===== src/rtl/exe_hazard_ctrl_pkg.sv =====
// Shared types and constants for the execute-stage hazard controller.
package exe_hazard_ctrl_pkg;

    // Register index width.
    localparam int REG_W = 4;

    // Status register bit positions, {N,Z,C,V}.
    localparam int SR_N = 3;
    localparam int SR_Z = 2;
    localparam int SR_C = 1;
    localparam int SR_V = 0;

    // Scoreboard depth and stage slots.
    localparam int N_STAGES = 3;
    localparam int STG_EXE  = 0;
    localparam int STG_MEM  = 1;
    localparam int STG_WB   = 2;

    // One in-flight instruction as seen by the hazard logic.
    typedef struct packed {
        logic             valid;
        logic             wb_en;
        logic             mem_r;
        logic             s;
        logic             branch;
        logic [REG_W-1:0] dest;
    } sb_tag_t;

    // Empty slot: a bubble never hits, flushes or updates status.
    localparam sb_tag_t TAG_BUBBLE = '0;

endpackage


===== src/rtl/exe_hazard_ctrl_hazard_cmp.sv =====
// Read-after-write hit check of one source operand against one scoreboard tag.
module hazard_cmp
    import exe_hazard_ctrl_pkg::*;
(
    input  logic             tag_valid,
    input  logic             tag_wb_en,
    input  logic [REG_W-1:0] tag_dest,
    input  logic             src_en,
    input  logic [REG_W-1:0] src,
    output logic             hit
);

    // A source hits only a live tag that writes the register being read.
    assign hit = src_en && tag_valid && tag_wb_en && (tag_dest == src);

endmodule


===== src/rtl/exe_hazard_ctrl.sv =====
// Execute-stage sequencing: scoreboard of EXE/MEM/WB, stall, flush and status register.
module exe_hazard_ctrl
    import exe_hazard_ctrl_pkg::*;
#(
    parameter int FORWARDING = 0,
    parameter int REG_W      = exe_hazard_ctrl_pkg::REG_W
) (
    input  logic             clk,
    input  logic             rst,
    input  logic             freeze,
    input  logic             id_valid,
    input  logic [REG_W-1:0] id_src1,
    input  logic [REG_W-1:0] id_src2,
    input  logic             id_two_src,
    input  logic             id_src1_en,
    input  logic [REG_W-1:0] id_dest,
    input  logic             id_wb_en,
    input  logic             id_mem_r_en,
    input  logic             id_s,
    input  logic             id_branch,
    input  logic [3:0]       exe_status,
    output logic             stall,
    output logic             flush,
    output logic [3:0]       SR
);

    sb_tag_t    tags_q [N_STAGES];
    sb_tag_t    tags_d [N_STAGES];
    logic [3:0] sr_q;
    logic [3:0] sr_d;

    sb_tag_t    id_tag;
    logic [1:0] exe_hit;   // [0] src1, [1] src2
    logic [1:0] mem_hit;
    logic       raw_hazard;

    hazard_cmp u_cmp_exe_src1 (
        .tag_valid (tags_q[STG_EXE].valid),
        .tag_wb_en (tags_q[STG_EXE].wb_en),
        .tag_dest  (tags_q[STG_EXE].dest),
        .src_en    (id_src1_en),
        .src       (id_src1),
        .hit       (exe_hit[0])
    );

    hazard_cmp u_cmp_exe_src2 (
        .tag_valid (tags_q[STG_EXE].valid),
        .tag_wb_en (tags_q[STG_EXE].wb_en),
        .tag_dest  (tags_q[STG_EXE].dest),
        .src_en    (id_two_src),
        .src       (id_src2),
        .hit       (exe_hit[1])
    );

    hazard_cmp u_cmp_mem_src1 (
        .tag_valid (tags_q[STG_MEM].valid),
        .tag_wb_en (tags_q[STG_MEM].wb_en),
        .tag_dest  (tags_q[STG_MEM].dest),
        .src_en    (id_src1_en),
        .src       (id_src1),
        .hit       (mem_hit[0])
    );

    hazard_cmp u_cmp_mem_src2 (
        .tag_valid (tags_q[STG_MEM].valid),
        .tag_wb_en (tags_q[STG_MEM].wb_en),
        .tag_dest  (tags_q[STG_MEM].dest),
        .src_en    (id_two_src),
        .src       (id_src2),
        .hit       (mem_hit[1])
    );

    // Stall and flush are combinational from the held tags; a taken branch in EXE
    // discards the ID instruction, so its hazard must not also stall.
    always_comb begin
        flush = tags_q[STG_EXE].valid && tags_q[STG_EXE].branch;
        if (FORWARDING != 0) begin
            // Only a load result cannot be forwarded from EXE in time.
            raw_hazard = (|exe_hit) && tags_q[STG_EXE].mem_r;
        end else begin
            // Without bypass paths, wait until the producer reaches WB
            // (the register file writes on the negedge).
            raw_hazard = (|exe_hit) || (|mem_hit);
        end
        stall = id_valid && raw_hazard && !flush;
    end

    // Pack the ID fields into the tag that would enter EXE.
    always_comb begin
        id_tag        = TAG_BUBBLE;
        id_tag.valid  = 1'b1;
        id_tag.wb_en  = id_wb_en;
        id_tag.mem_r  = id_mem_r_en;
        id_tag.s      = id_s;
        id_tag.branch = id_branch;
        id_tag.dest   = id_dest;
    end

    // Next scoreboard and status: shift when not frozen, bubble on stall/flush/empty ID.
    always_comb begin
        // NOTE: hold-by-default assignment first keeps every path covered, so no latch is inferred.
        tags_d = tags_q;
        sr_d   = sr_q;
        if (!freeze) begin
            tags_d[STG_WB]  = tags_q[STG_MEM];
            tags_d[STG_MEM] = tags_q[STG_EXE];
            tags_d[STG_EXE] = (stall || flush || !id_valid) ? TAG_BUBBLE : id_tag;
            if (tags_q[STG_EXE].valid && tags_q[STG_EXE].s) begin
                sr_d = exe_status;
            end
        end
    end

    // State registers with synchronous reset of all in-flight tags and the status.
    always_ff @(posedge clk) begin
        if (rst) begin
            // NOTE: the tag array is control state, not data storage, so every entry is reset;
            // a stale valid tag would raise a phantom stall or flush.
            for (int i = 0; i < N_STAGES; i++) begin
                tags_q[i] <= TAG_BUBBLE;
            end
            sr_q <= '0;
        end else begin
            // NOTE: non-blocking assignments so all stages sample the pre-edge values.
            tags_q <= tags_d;
            sr_q   <= sr_d;
        end
    end

    // SR[SR_C] is the carry-in consumed by the EXE ALU.
    assign SR = sr_q;

endmodule

===== config.mk =====
export PLATFORM = sky130hd
export DESIGN_NAME = exe_hazard_ctrl
export DESIGN_NICKNAME = d
export VERILOG_FILES = /design/src/rtl/exe_hazard_ctrl_pkg.sv /design/src/rtl/exe_hazard_ctrl_hazard_cmp.sv /design/src/rtl/exe_hazard_ctrl.sv
export SDC_FILE = /design/constraint.sdc
export NUM_CORES = 1
export LEC_CHECK = 0
export BUFFER_PORTS_ARGS = -buffer_cell sky130_fd_sc_hd__buf_4
export CAP_MARGIN = 20
export CORE_ASPECT_RATIO = 1.25
export CORE_MARGIN = 3
export CORE_UTILIZATION = 42
export DETAILED_ROUTE_END_ITERATION = 16
export GPL_ROUTABILITY_DRIVEN = 0
export PLACE_DENSITY = 0.73
export SLEW_MARGIN = 20
export SYNTH_ARGS = -nofsm -noshare
export SYNTH_HDL_FRONTEND = slang
export SYNTH_SLANG_ARGS = --single-unit

===== constraint.sdc =====
create_clock -name clk -period 1.52 [get_ports clk]
set_clock_uncertainty 0.15 [all_clocks]
set_input_delay 0.228 -clock clk [delete_from_list [all_inputs] [get_ports clk]]
set_output_delay 0.228 -clock clk [all_outputs]
set_load 0.03 [all_outputs]

==> qor.txt <==
fmax: 480.5 MHz
Worst setup SP type: flop
Netlist cell types: 21
Via density: 5.208
Synth Flop Type: dfxtp_1
first-pass GRT wire length: 3374 um
Worst Setup End Kind: output pin
commonest non-fill, non-tap cell in the layout: buf_4
Initial Util: 46.18%
syn avg cell area: 10.42 sq um
Fin. Hold Viols: 0
RSZ-0062 raised after global routing: yes
cells after synthesis: 82
Yosys Warn Count: 0
DP Worst Slack: -0.4274 ns
minimum clock period: 2.081 ns
chip width: 46.35 um
relative slew slack: 81.88%
sequential standard cell area: 364.1 sq um
worst reg2reg startpoint: tags_q[10]
reg2reg end: tags_q[23]
clock slew at reported path FFs: 0.10 ns
Final Cycle Share: 136.9%
CTS H-Tree Depth: 1
io pins: 32
maximum vdd drop: 0.6194 mV
max-slew violations: 0
max cap viols: 0
routed wire length: 2151 um
WP data required: 1.14 ns
synthesis-stage register bit count: 18
LEAKAGE: 0.6752 nW
Die H: 56.43 um
sequential share of the synthesized area: 42.17%
Reg2Reg Depth: 7
Min-Delay Startpoint: id_dest[3]
CP top delay family: simple AND/OR/NAND/NOR gates
ys async rst share: 0%
CTS Sinks: 18
Post-synth EDFFs: 0
largest net degree at the start of global routing: 12
Cell Chain, Critical Path: xor2_1, or4_1, o21ai_2, nor3_2, nor2_4, buf_6
routed length per placed instance: 13.53 um
number of port buffers: 30
area grow syn2layout: 60.47%
status: finished with violations
final setup vio count: 9
Worst Path Buf+Inv: 1
Pwr per Cell Area: 664.2 nW/um^2
vias: 828
peak fanout along the critical path: 2
CTS tree: done
Data arrival, critical path: 1.70 ns
hold path depth: 2
clock root cell: clkbuf_4
WHS Endpoint: tags_q[21]
failing checks: setup timing
FP Rows: 17
R2R setup slack: -0.41 ns
footprint of the multi-input gates: 509.2 sq um
slowest stage delay, CP: 0.54 ns
slowest stage cell on the critical path: or4_1
worst hold path type: in -> reg
# DRC: 0
post-layout util: 74.10%
worst-skew pair later-pin latency: 0.30 ns
number of DRC markers in iteration 0: 5
Least-Margin Pin Slew: 0.2692 ns
fillers: 135
crit path launch: tags_q[10]
Ant. Diodes: 0
TritonCTS buffer count: 3
share of layout cells above drive strength 1: 48.57%
Synth Cell Area: 854.6 sq um
post-DP HPWL: 1595 um
TritonRoute pass-1 iters: 4
most frequent cells in the layout: 52 x buf_4, 15 x dfxtp_1, 10 x mux2i_1, 10 x nor2_1, 9 x xor2_1
initial antenna violation count: 0
grt ovf: 0
CTS Buffer Depth: 2
Nets: 168
Syn Nets: 108
setup ws final: -0.5611 ns
total track usage: 17.54%
core area: 1851 sq um
die area: 2615 sq um
vias in the first global route: 850
Routed Antenna Nets: 0
WS Path Type: reg -> out
[power breakdown]
group | total [mW] | internal [mW] | switching (mW)
Sequential | 0.496 | 0.485 | 0.0107
Clock | 0.240 | 0.0924 | 0.148
Combinational | 0.175 | 0.109 | 0.0659
[what timing repair did]
item,4_1_cts,5_1_grt
endpoints found under the hold margin,5,0
hold buffers,5,0
buffers inserted,1,3
pin swaps,5,3
resized for setup,2,3
setup endpoints to repair,9,9
[synth_stat cells (all sizes together), types with 2 or more instances]
| cell type | number | area, sq um |
|---|---|---|
| nor2 | 11 | 41.29 |
| xnor2 | 7 | 61.31 |
| nand4 | 4 | 25.02 |
| xor2 | 9 | 78.83 |
| mux2i | 10 | 100.1 |
| dfxtp | 18 | 360.4 |
| a22o | 7 | 61.31 |
| clkbuf | 2 | 7.510 |
| nor4 | 3 | 33.78 |
[logic make-up (layout without fill, tap and decap cells)]
logic type / after synthesis / after routing / synth area share [%]
compound gates: 9 / 9 / 9.078
xor+xnor: 16 / 16 / 16.40
buf+inv: 3 / 61 / 1.318
flops: 18 / 18 / 42.17
mux: 10 / 10 / 11.71
simple gates: 26 / 26 / 19.33
[cell type report]
| class | count | area share [%] |
|---|---|---|
| repair buffers | 58 | 32.94 |
| well taps | 19 | 1.734 |
| clock buffers | 3 | 1.642 |
| flip-flops and latches | 18 | 26.55 |
| multi-input cells | 61 | 37.13 |
[per-layer routing]
metal  global-route usage, %  part of all wire [%]  up-vias
met5                       0                     0        -
met2                   27.56                    50       26
met4                   10.57                   2.7        0
met1                   21.50                    40      388
met3                   2.564                   6.6        7
li1                        -                     -      407
[flip-flops by register name, summed over array words and instances, names as in the netlist]
name / count
tags_q: 14
SR: 4
[worst max path at each step]
stage             to  slack [ns]  cells after the start
2_1_floorplan  stall       -0.31                      6
3_3_place_gp   stall       -0.42                      8
3_5_place_dp   stall       -0.43                      8
4_1_cts        stall       -0.56                      7
5_1_grt        stall       -0.60                      6
6_report       stall       -0.56                      6
[stage by stage]
stage,cell area [sq um],instances,setup TNS (ns),hold WS (ns),power [mW]
after CTS,1348,157,-2.759,0.002194,0.9117
after detailed placement,1256,148,-3.032,0.3050,0.6639
after floorplan,868.3,82,-2.075,0.2111,0.5679
after global placement,1256,148,-2.914,0.2954,0.6608
after global routing,1371,159,-3.986,0.007363,0.9477
final,1371,159,-3.577,0.004963,0.9108
Note: power is estimated with default switching activity, not from simulation.
